--- src/rtl/spi_pkg.sv ---
// Shared SPI types and helpers for the master/slave pair.
package spi_pkg;

  typedef enum logic [1:0] {
    IDLE  = 2'd0,
    LOAD  = 2'd1,
    SHIFT = 2'd2
  } spi_slave_state_t;

  typedef struct packed {
    logic cpol;
    logic cpha;
  } spi_mode_t;

  // Counter width able to hold the value w itself (the "word full" count)
  function automatic int unsigned spi_bit_cnt_width(input int unsigned w);
    return $clog2(w + 1);
  endfunction

endpackage

--- src/rtl/spi_input_sync.sv ---
// Multi-stage synchronizer for the {sclk, cs_n, mosi} pins with edge pulses
// on the synchronized SCLK and CS_n.
module spi_input_sync #(
  parameter int unsigned SYNC_STAGES = 2
) (
  input  logic i_clock,
  input  logic i_reset,
  input  logic sclk,
  input  logic cs_n,
  input  logic mosi,
  output logic sclk_sync,
  output logic sclk_rise_c,
  output logic sclk_fall_c,
  output logic cs_n_sync,
  output logic cs_n_fall_c,
  output logic cs_n_rise_c,
  output logic mosi_sync
);

  // Bundle order {sclk, cs_n, mosi}; CS_n resets deasserted so reset exit
  // with an idle bus produces no spurious select edge.
  localparam int unsigned BUNDLE_W = 3;
  localparam logic [BUNDLE_W-1:0] RESET_VAL = 3'b010;

  logic [BUNDLE_W-1:0] stages [SYNC_STAGES];
  logic [BUNDLE_W-1:0] prev;
  logic [BUNDLE_W-1:0] synced;

  always_ff @(posedge i_clock or posedge i_reset) begin
    if (i_reset) begin
      for (int i = 0; i < int'(SYNC_STAGES); i++) stages[i] <= RESET_VAL;
      prev <= RESET_VAL;
    end else begin
      stages[0] <= {sclk, cs_n, mosi};
      for (int i = 1; i < int'(SYNC_STAGES); i++) stages[i] <= stages[i-1];
      prev <= stages[SYNC_STAGES-1];
    end
  end

  assign synced      = stages[SYNC_STAGES-1];
  assign sclk_sync   = synced[2];
  assign cs_n_sync   = synced[1];
  assign mosi_sync   = synced[0];
  assign sclk_rise_c =  synced[2] & ~prev[2];
  assign sclk_fall_c = ~synced[2] &  prev[2];
  assign cs_n_rise_c =  synced[1] & ~prev[1];
  assign cs_n_fall_c = ~synced[1] &  prev[1];

endmodule

--- src/rtl/spi_slave.sv ---
// SPI responder: oversamples SCLK/CS_n/MOSI in the system clock domain and
// shifts full-duplex MSB-first words of SPI_DATA_WIDTH bits.
module spi_slave
  import spi_pkg::*;
#(
  parameter int unsigned SPI_DATA_WIDTH = 32,
  parameter int unsigned SYNC_STAGES    = 2
) (
  input  logic                      i_clock,
  input  logic                      i_reset,
  input  logic                      i_enable,
  input  logic                      i_clock_polarity,
  input  logic                      i_clock_phase,
  input  logic [SPI_DATA_WIDTH-1:0] i_data_in,
  output logic [SPI_DATA_WIDTH-1:0] o_data_out,
  output logic                      o_done,
  output logic                      o_busy,
  output logic                      o_abort,
  input  logic                      i_spi_cs_n,
  input  logic                      i_spi_clock,
  input  logic                      i_spi_mosi,
  output logic                      o_spi_miso,
  output logic                      o_spi_miso_oe
);

  localparam int unsigned W  = SPI_DATA_WIDTH;
  localparam int unsigned CW = spi_bit_cnt_width(W);

  spi_slave_state_t state, state_next;
  spi_mode_t        mode_q;
  logic [W-1:0]     rx_shift, tx_shift;
  logic [CW-1:0]    bit_cnt;

  logic sclk_sync, sclk_rise_c, sclk_fall_c;
  logic cs_n_sync, cs_n_fall_c, cs_n_rise_c, mosi_sync;
  logic edge_c, lead_c, trail_c, word_full_c, end_c;
  logic sample_c, shift_c, done_c, abort_c, active_c;

  spi_input_sync #(.SYNC_STAGES(SYNC_STAGES)) u_sync (
    .i_clock     (i_clock),
    .i_reset     (i_reset),
    .sclk        (i_spi_clock),
    .cs_n        (i_spi_cs_n),
    .mosi        (i_spi_mosi),
    .sclk_sync   (sclk_sync),
    .sclk_rise_c (sclk_rise_c),
    .sclk_fall_c (sclk_fall_c),
    .cs_n_sync   (cs_n_sync),
    .cs_n_fall_c (cs_n_fall_c),
    .cs_n_rise_c (cs_n_rise_c),
    .mosi_sync   (mosi_sync)
  );

  // Leading edge moves SCLK away from its idle level, trailing edge returns to it
  assign edge_c      = sclk_rise_c | sclk_fall_c;
  assign lead_c      = edge_c & (sclk_sync != mode_q.cpol);
  assign trail_c     = edge_c & (sclk_sync == mode_q.cpol);
  assign word_full_c = (bit_cnt == CW'(W));
  // Level term also catches a deselect that landed during LOAD
  assign end_c       = cs_n_sync | cs_n_rise_c | ~i_enable;

  always_ff @(posedge i_clock or posedge i_reset) begin
    if (i_reset) state <= IDLE;
    else         state <= state_next;
  end

  always_comb begin
    state_next = state;
    case (state)
      IDLE:    if (cs_n_fall_c && i_enable) state_next = LOAD;
      LOAD:    state_next = SHIFT;
      SHIFT: begin
        if (word_full_c)  state_next = (!cs_n_sync && i_enable) ? LOAD : IDLE;
        else if (end_c)   state_next = IDLE;
      end
      default: state_next = IDLE;
    endcase
  end

  // A completed word takes priority over a deselect seen in the same cycle
  always_comb begin
    sample_c = 1'b0;
    shift_c  = 1'b0;
    done_c   = 1'b0;
    abort_c  = 1'b0;
    active_c = (state_next == LOAD) || (state_next == SHIFT);
    if (state == SHIFT) begin
      if (word_full_c) begin
        done_c = 1'b1;
      end else if (end_c) begin
        abort_c = (bit_cnt != '0);
      end else begin
        sample_c = mode_q.cpha ? trail_c : lead_c;
        // CPHA=0 already shows the MSB from LOAD; the trailing edge left
        // over from the previous word must not advance the new one
        shift_c  = mode_q.cpha ? lead_c : (trail_c && bit_cnt != '0);
      end
    end
  end

  always_ff @(posedge i_clock or posedge i_reset) begin
    if (i_reset) begin
      mode_q        <= '0;
      rx_shift      <= '0;
      tx_shift      <= '0;
      bit_cnt       <= '0;
      o_data_out    <= '0;
      o_done        <= 1'b0;
      o_abort       <= 1'b0;
      o_busy        <= 1'b0;
      o_spi_miso_oe <= 1'b0;
      o_spi_miso    <= 1'b0;
    end else begin
      o_done        <= done_c;
      o_abort       <= abort_c;
      o_busy        <= active_c;
      o_spi_miso_oe <= active_c;
      if (state == IDLE) mode_q <= spi_mode_t'({i_clock_polarity, i_clock_phase});
      if (done_c) o_data_out <= rx_shift;
      if (state == LOAD) begin
        tx_shift <= i_data_in;
        bit_cnt  <= '0;
        if (!mode_q.cpha) o_spi_miso <= i_data_in[W-1];
      end
      if (sample_c) begin
        rx_shift <= {rx_shift[W-2:0], mosi_sync};
        bit_cnt  <= bit_cnt + CW'(1);
      end
      if (shift_c) begin
        o_spi_miso <= mode_q.cpha ? tx_shift[W-1] : tx_shift[W-2];
        tx_shift   <= {tx_shift[W-2:0], 1'b0};
      end
      if (!active_c) o_spi_miso <= 1'b0;
    end
  end

endmodule

--- config.mk ---
export PLATFORM = sky130hd
export DESIGN_NAME = spi_slave
export DESIGN_NICKNAME = d
export VERILOG_FILES = /design/src/rtl/spi_pkg.sv /design/src/rtl/spi_input_sync.sv /design/src/rtl/spi_slave.sv
export SDC_FILE = /design/constraint.sdc
export NUM_CORES = 1
export LEC_CHECK = 0
export CORE_ASPECT_RATIO = 0.75
export CORE_MARGIN = 5
export CORE_UTILIZATION = 35
export DETAILED_ROUTE_END_ITERATION = 8
export DONT_BUFFER_PORTS = 1
export GPL_ROUTABILITY_DRIVEN = 0
export GPL_TIMING_DRIVEN = 0
export PLACE_DENSITY = 0.52
export SETUP_SLACK_MARGIN = 0.05
export SYNTH_ARGS = -nofsm -noshare
export SYNTH_HDL_FRONTEND = slang
export SYNTH_SLANG_ARGS = --single-unit
--- constraint.sdc ---
create_clock -name i_clock -period 5.68 [get_ports i_clock]
set_input_delay 0.852 -clock i_clock [delete_from_list [all_inputs] [get_ports i_clock]]
set_output_delay 0.852 -clock i_clock [all_outputs]
set_load 0.02 [all_outputs]
; Word level (Yosys, flattened, before mapping)
; Index checks and enable logic that the tools add are counted.
; Widths: inputs -> output; s select.
[op_classes]
add_sub_neg = 1
multipliers = 0
div = 0
order_cmp = 0
n_eq_ne = 9
shift = 0
muxes = 27
bitwise_logic = 14
reduce_logical = 10
[ops]
columns = op, n
row1 = $mux 32, 2
row2 = $mux 1, 19
row3 = $mux 6, 2
row4 = $add 6x1->6 const B, 1
row5 = $and 1x1->1, 6
row6 = $eq 6x6->1 const B, 1
row7 = $mux 2, 3
row8 = $pmux 2 s3, 1
row9 = $reduce_bool 6->1, 1
row10 = $not 1->1, 5
row11 = $eq 2x1->1 const B, 2
row12 = $eq 2x2->1 const B, 2
row13 = $reduce_bool 2->1, 2
row14 = $logic_and 1x1->1, 3
row15 = $ne 3x2->1 const B, 1
row16 = $ne 3x3->1 const B, 1
row17 = $or 1x1->1, 3
row18 = $logic_not 2->1, 1
row19 = $reduce_and 2->1, 1
row20 = $eq 1x1->1, 1
row21 = $logic_not 1->1, 1
row22 = $logic_or 1x1->1, 1
row23 = $ne 1x1->1, 1
[word_totals]
register_bits = 119
latchBits = 0
ramBits = 0
rom_bits = 0
elab_cells = 75
n_memories = 0

; Longest topological paths before layout
[logic_depth]
word_depth = 11
mapped_depth = 8

; By module
; A second synthesis with hierarchy kept.
[unflattened]
cells_unflattened = 408
hier_area_um2 = 5146.2
[modules_own_cells]
columns = module, n_inst, cells_each, area_each_um2, seq_area_each_um2
row1 = spi_slave, 1, 395, 4903.5, 2752.6
row2 = spi_input_sync, 1, 13, 242.7, 203.9

; Least setup slack after synthesis
; OpenSTA, ideal clock, no wires.
[synth_timing]
path_type = input -> register
from = input port i_enable
to = register rx_shift[10]
setup_ns = 0.127
arrival_ns = 1.963
required_ns = 5.553
path_slack_ns = 3.590
cell_stages = 6
path_buffers = 2
path_cell_list = and4bb_2 -> a21boi_2 -> nand2_1 -> buf_6 -> buf_6 -> mux2_1
[synth_via]
elab_chain_len = 5
[synth_lines]
columns = element, line
row1 = "start, declared", spi_slave.sv:11  ; input logic i_enable,
row2 = $not 1->1, spi_slave.sv:60  ; assign end_c = cs_n_sync | cs_n_rise_c | ~i_enable;
row3 = $or 1x1->1, spi_slave.sv:60
row4 = $mux 1, spi_slave.sv:90  ; end else if (end_c) begin
row5 = $mux 1, spi_slave.sv:88  ; if (word_full_c) begin
row6 = $mux 1, spi_slave.sv:87  ; if (state == SHIFT) begin
row7 = "end signal, assigned", spi_slave.sv:126  ; rx_shift <= {rx_shift[W-2:0], mosi_sync};
row8 = "end, declared", spi_slave.sv:31  ; logic [W-1:0] rx_shift, tx_shift;
; No other way between the ends.
; A chain may end at the register's enable or synchronous reset.

; Worst setup path after layout
[layout_timing]
from = register bit_cnt[0]
to = register rx_shift[3]
[layout_via]
elab_chain_len = 3
[layout_lines]
columns = element, line
row1 = "start, declared", spi_slave.sv:32  ; logic [CW-1:0] bit_cnt;
row2 = "start signal, assigned", spi_slave.sv:127  ; bit_cnt <= bit_cnt + CW'(1);
row3 = $eq 6x6->1, spi_slave.sv:58  ; assign word_full_c = (bit_cnt == CW'(W));
row4 = $mux 1, spi_slave.sv:88
row5 = $mux 1, spi_slave.sv:87
; No other way between the ends.

==> metrics.txt <==
status completed; boundary pin count a little under 80; warnings from Yosys 0; syn_area_per_cell ~15 um^2; Synth Cell Area ~4800 um^2; CTS buffer count 17; Max IR drop VDD roughly 0.21 mV; final total power between 2 and 2.5 mW; fin crit period 2.13 ns; remaining global-route overflow 0; Post-Route WL about 9.5 mm; gr usage total about an eighth; top-area cell type share of the netlist area 59.8%; Arr. time, crit path 2.41 ns; #FFs+latches synth about 120; post_cts resized 0; first-pass GRT wire length approximately 16 mm; post-synth top area cell dfrtp_1; Vias roughly 2800; Synth top cells by count dfrtp_1, mux2_2, a221o_1, and3_1, mux2_1; die height 112 um; Pwr Density about 380 nW/um^2; H-tree Lvls 4; fmax between 0.4 and 0.5 GHz; worst hold-check path type in2async; Syn Nets roughly 370; EDFF count, synth 0; DP Wirelength between 6 and 7 mm; largest net degree at the start of global routing 93; CP startpoint kind flop; diode count 0; Slew @ Worst Pin about 0.57 ns; Clock Skew slightly above 0.009 ns; root buf cell clkbuf_16; Worst-path clk slew roughly 0.06 ns; initial antenna violation count 0; CORE AREA roughly 14000 um^2; initial core utilization between 30% and 40%; Post-Syn Instances ~330; port bufs 0; ANT nets after route 0; die area ~16000 um^2; Max Cap Viol 0; DRC Markers 0; CTS Hold Bufs 0; FP Rows 37; Leakage Power around 2.9 nW; CP required 5.96 ns; Area contributors post-synth dfrtp_1, mux2_2, a221o_1, and3_1, mux2_1; buffer levels on the longest clock path 2; DR iter-0 viols between 100 and 150; CTS tree done; layout cell share with drive strength beyond 1 between 30% and 40%; fin nets slightly below 400; Async SR Flop Fraction 100%; later-pin clock latency in the skew report 0.40 ns; Die Wd about 150 um; WS Path Type reg2reg; # setup viols final 0; clock sinks between 100 and 150; dpl cells 505; final period utilization ~38%; final hold viol count 0; Pins Over Slew Limit 0; Crit Path Max Fanout 10; sequential area share after synthesis 61.4%; final std cells w/o fill between 500 and 600; 1st-pass router iterations 4; Worst slew margin approximately three fifths; vias in the first global route a little under 3000; Area Growth Syn to Fin 17.9%; Critical Path Sink Type flop; cell with the most instances after synthesis dfrtp_1; RSZ-0062 raised after global routing no; Vias per Instance between 5 and 6; post-synthesis cell type count 37; Finished Core Util roughly two fifths; Fin Setup TNS 0 ns; Main synth FF type dfrtp_1; Routed WL per cell 17.7 um; Post-CTS Setup Inserts 0
[final cells by class]
cell class | count | area, um^2
fillers | 1276 | 7940
flip-flops and latches | 118 | 2960
multi-input cells | 185 | 1700
clock buffers | 20 | 457
well taps | 175 | 219
clock inverters | 12 | 151
plain buffers | 22 | 143
repair buffers | 1 | 27.5
inverters | 4 | 20.0
[where the power goes]
| part | switching (mW) | internal [mW] |
|---|---|---|
| clock network | 0.386 | 0.713 |
| logic | 0.0655 | 0.0708 |
| registers | 0.0388 | 0.908 |
| total | 0.491 | 1.69 |
[worst max-delay path: stages, from the launching register on]
cell and delay [ns]:
dfrtp_1 0.41, inv_1 0.09, ha_1 0.16, nor4b_4 0.36, a21boi_2 0.18, nand2_1 0.13, buf_6 0.16, buf_6 0.16
mux2_1 0.34
[logic make-up (layout without fill, tap and decap cells)]
logic type,count (synthesis),after routing,synth area share (%)
flops,118,118,61.4
mux,73,73,17.1
simple gates,61,61,7.98
buf+inv,26,59,3.27
fa+ha+maj,2,2,0.520
compound gates,47,47,9.20
xor+xnor,2,2,0.520
[worst paths after layout]
path | from | endpoint | slack [ns] | depth (start not counted)
max | bit_cnt[0]$_DFFE_PP0P_ | rx_shift[3]$_DFFE_PP0P_ | 3.55 | 8
min | i_reset | o_data_out[18]$_DFFE_PP0P_ | 0.26 | 1
max reg2reg | bit_cnt[0]$_DFFE_PP0P_ | rx_shift[3]$_DFFE_PP0P_ | 3.55 | 8
min reg2reg | u_sync.stages[3]$_DFF_PP0_ | u_sync.synced[0]$_DFF_PP0_ | 0.34 | 0
max in group asynchronous | i_reset | u_sync.stages[4]$_DFF_PP1_ | 4.68 | 2
min in group i_clock | u_sync.stages[3]$_DFF_PP0_ | u_sync.synced[0]$_DFF_PP0_ | 0.34 | 0
[sequential cells by signal (all words and copies together), names as in the netlist, 2 cells and up]
name and cells:
tx_shift 32, u_sync.prev 2, u_sync.synced 3, bit_cnt 6, mode_q 2, state 2, u_sync.stages 3, rx_shift 32
o_data_out 32
[cell usage in the layout, fill, tap and decap left out, types with 4 or more instances in the layout]
cell type	instances
dfrtp_1	115
mux2_2	53
nand3_1	4
nor2_1	5
clkbuf_1	9
mux2_1	15
and3_1	30
clkbuf_16	17
clkinv_2	4
nand2_1	6
a221o_1	30
buf_2	6
buf_6	6
nand2b_1	6
o211a_1	4
[metrics by stage]
stage	worst slack (ns)	hold WS (ns)	area, um^2
floorplan	1.70	0.331	4810
global placement	0.320	0.332	5030
detailed placement	3.39	0.337	5070
CTS	3.52	0.254	5670
global route	3.41	0.266	5670
finish	3.55	0.259	5670
[layer usage]
layer | track usage [%] | wire [um] | vias to the layer above
met5 | 0 | 0 | -
met4 | 6.34 | 241 | 0
met3 | 3.95 | 589 | 20
met2 | 17.7 | 4120 | 77
met1 | 16.4 | 4540 | 1448
li1 | - | - | 1271
Power figures use the tool's default switching activity.
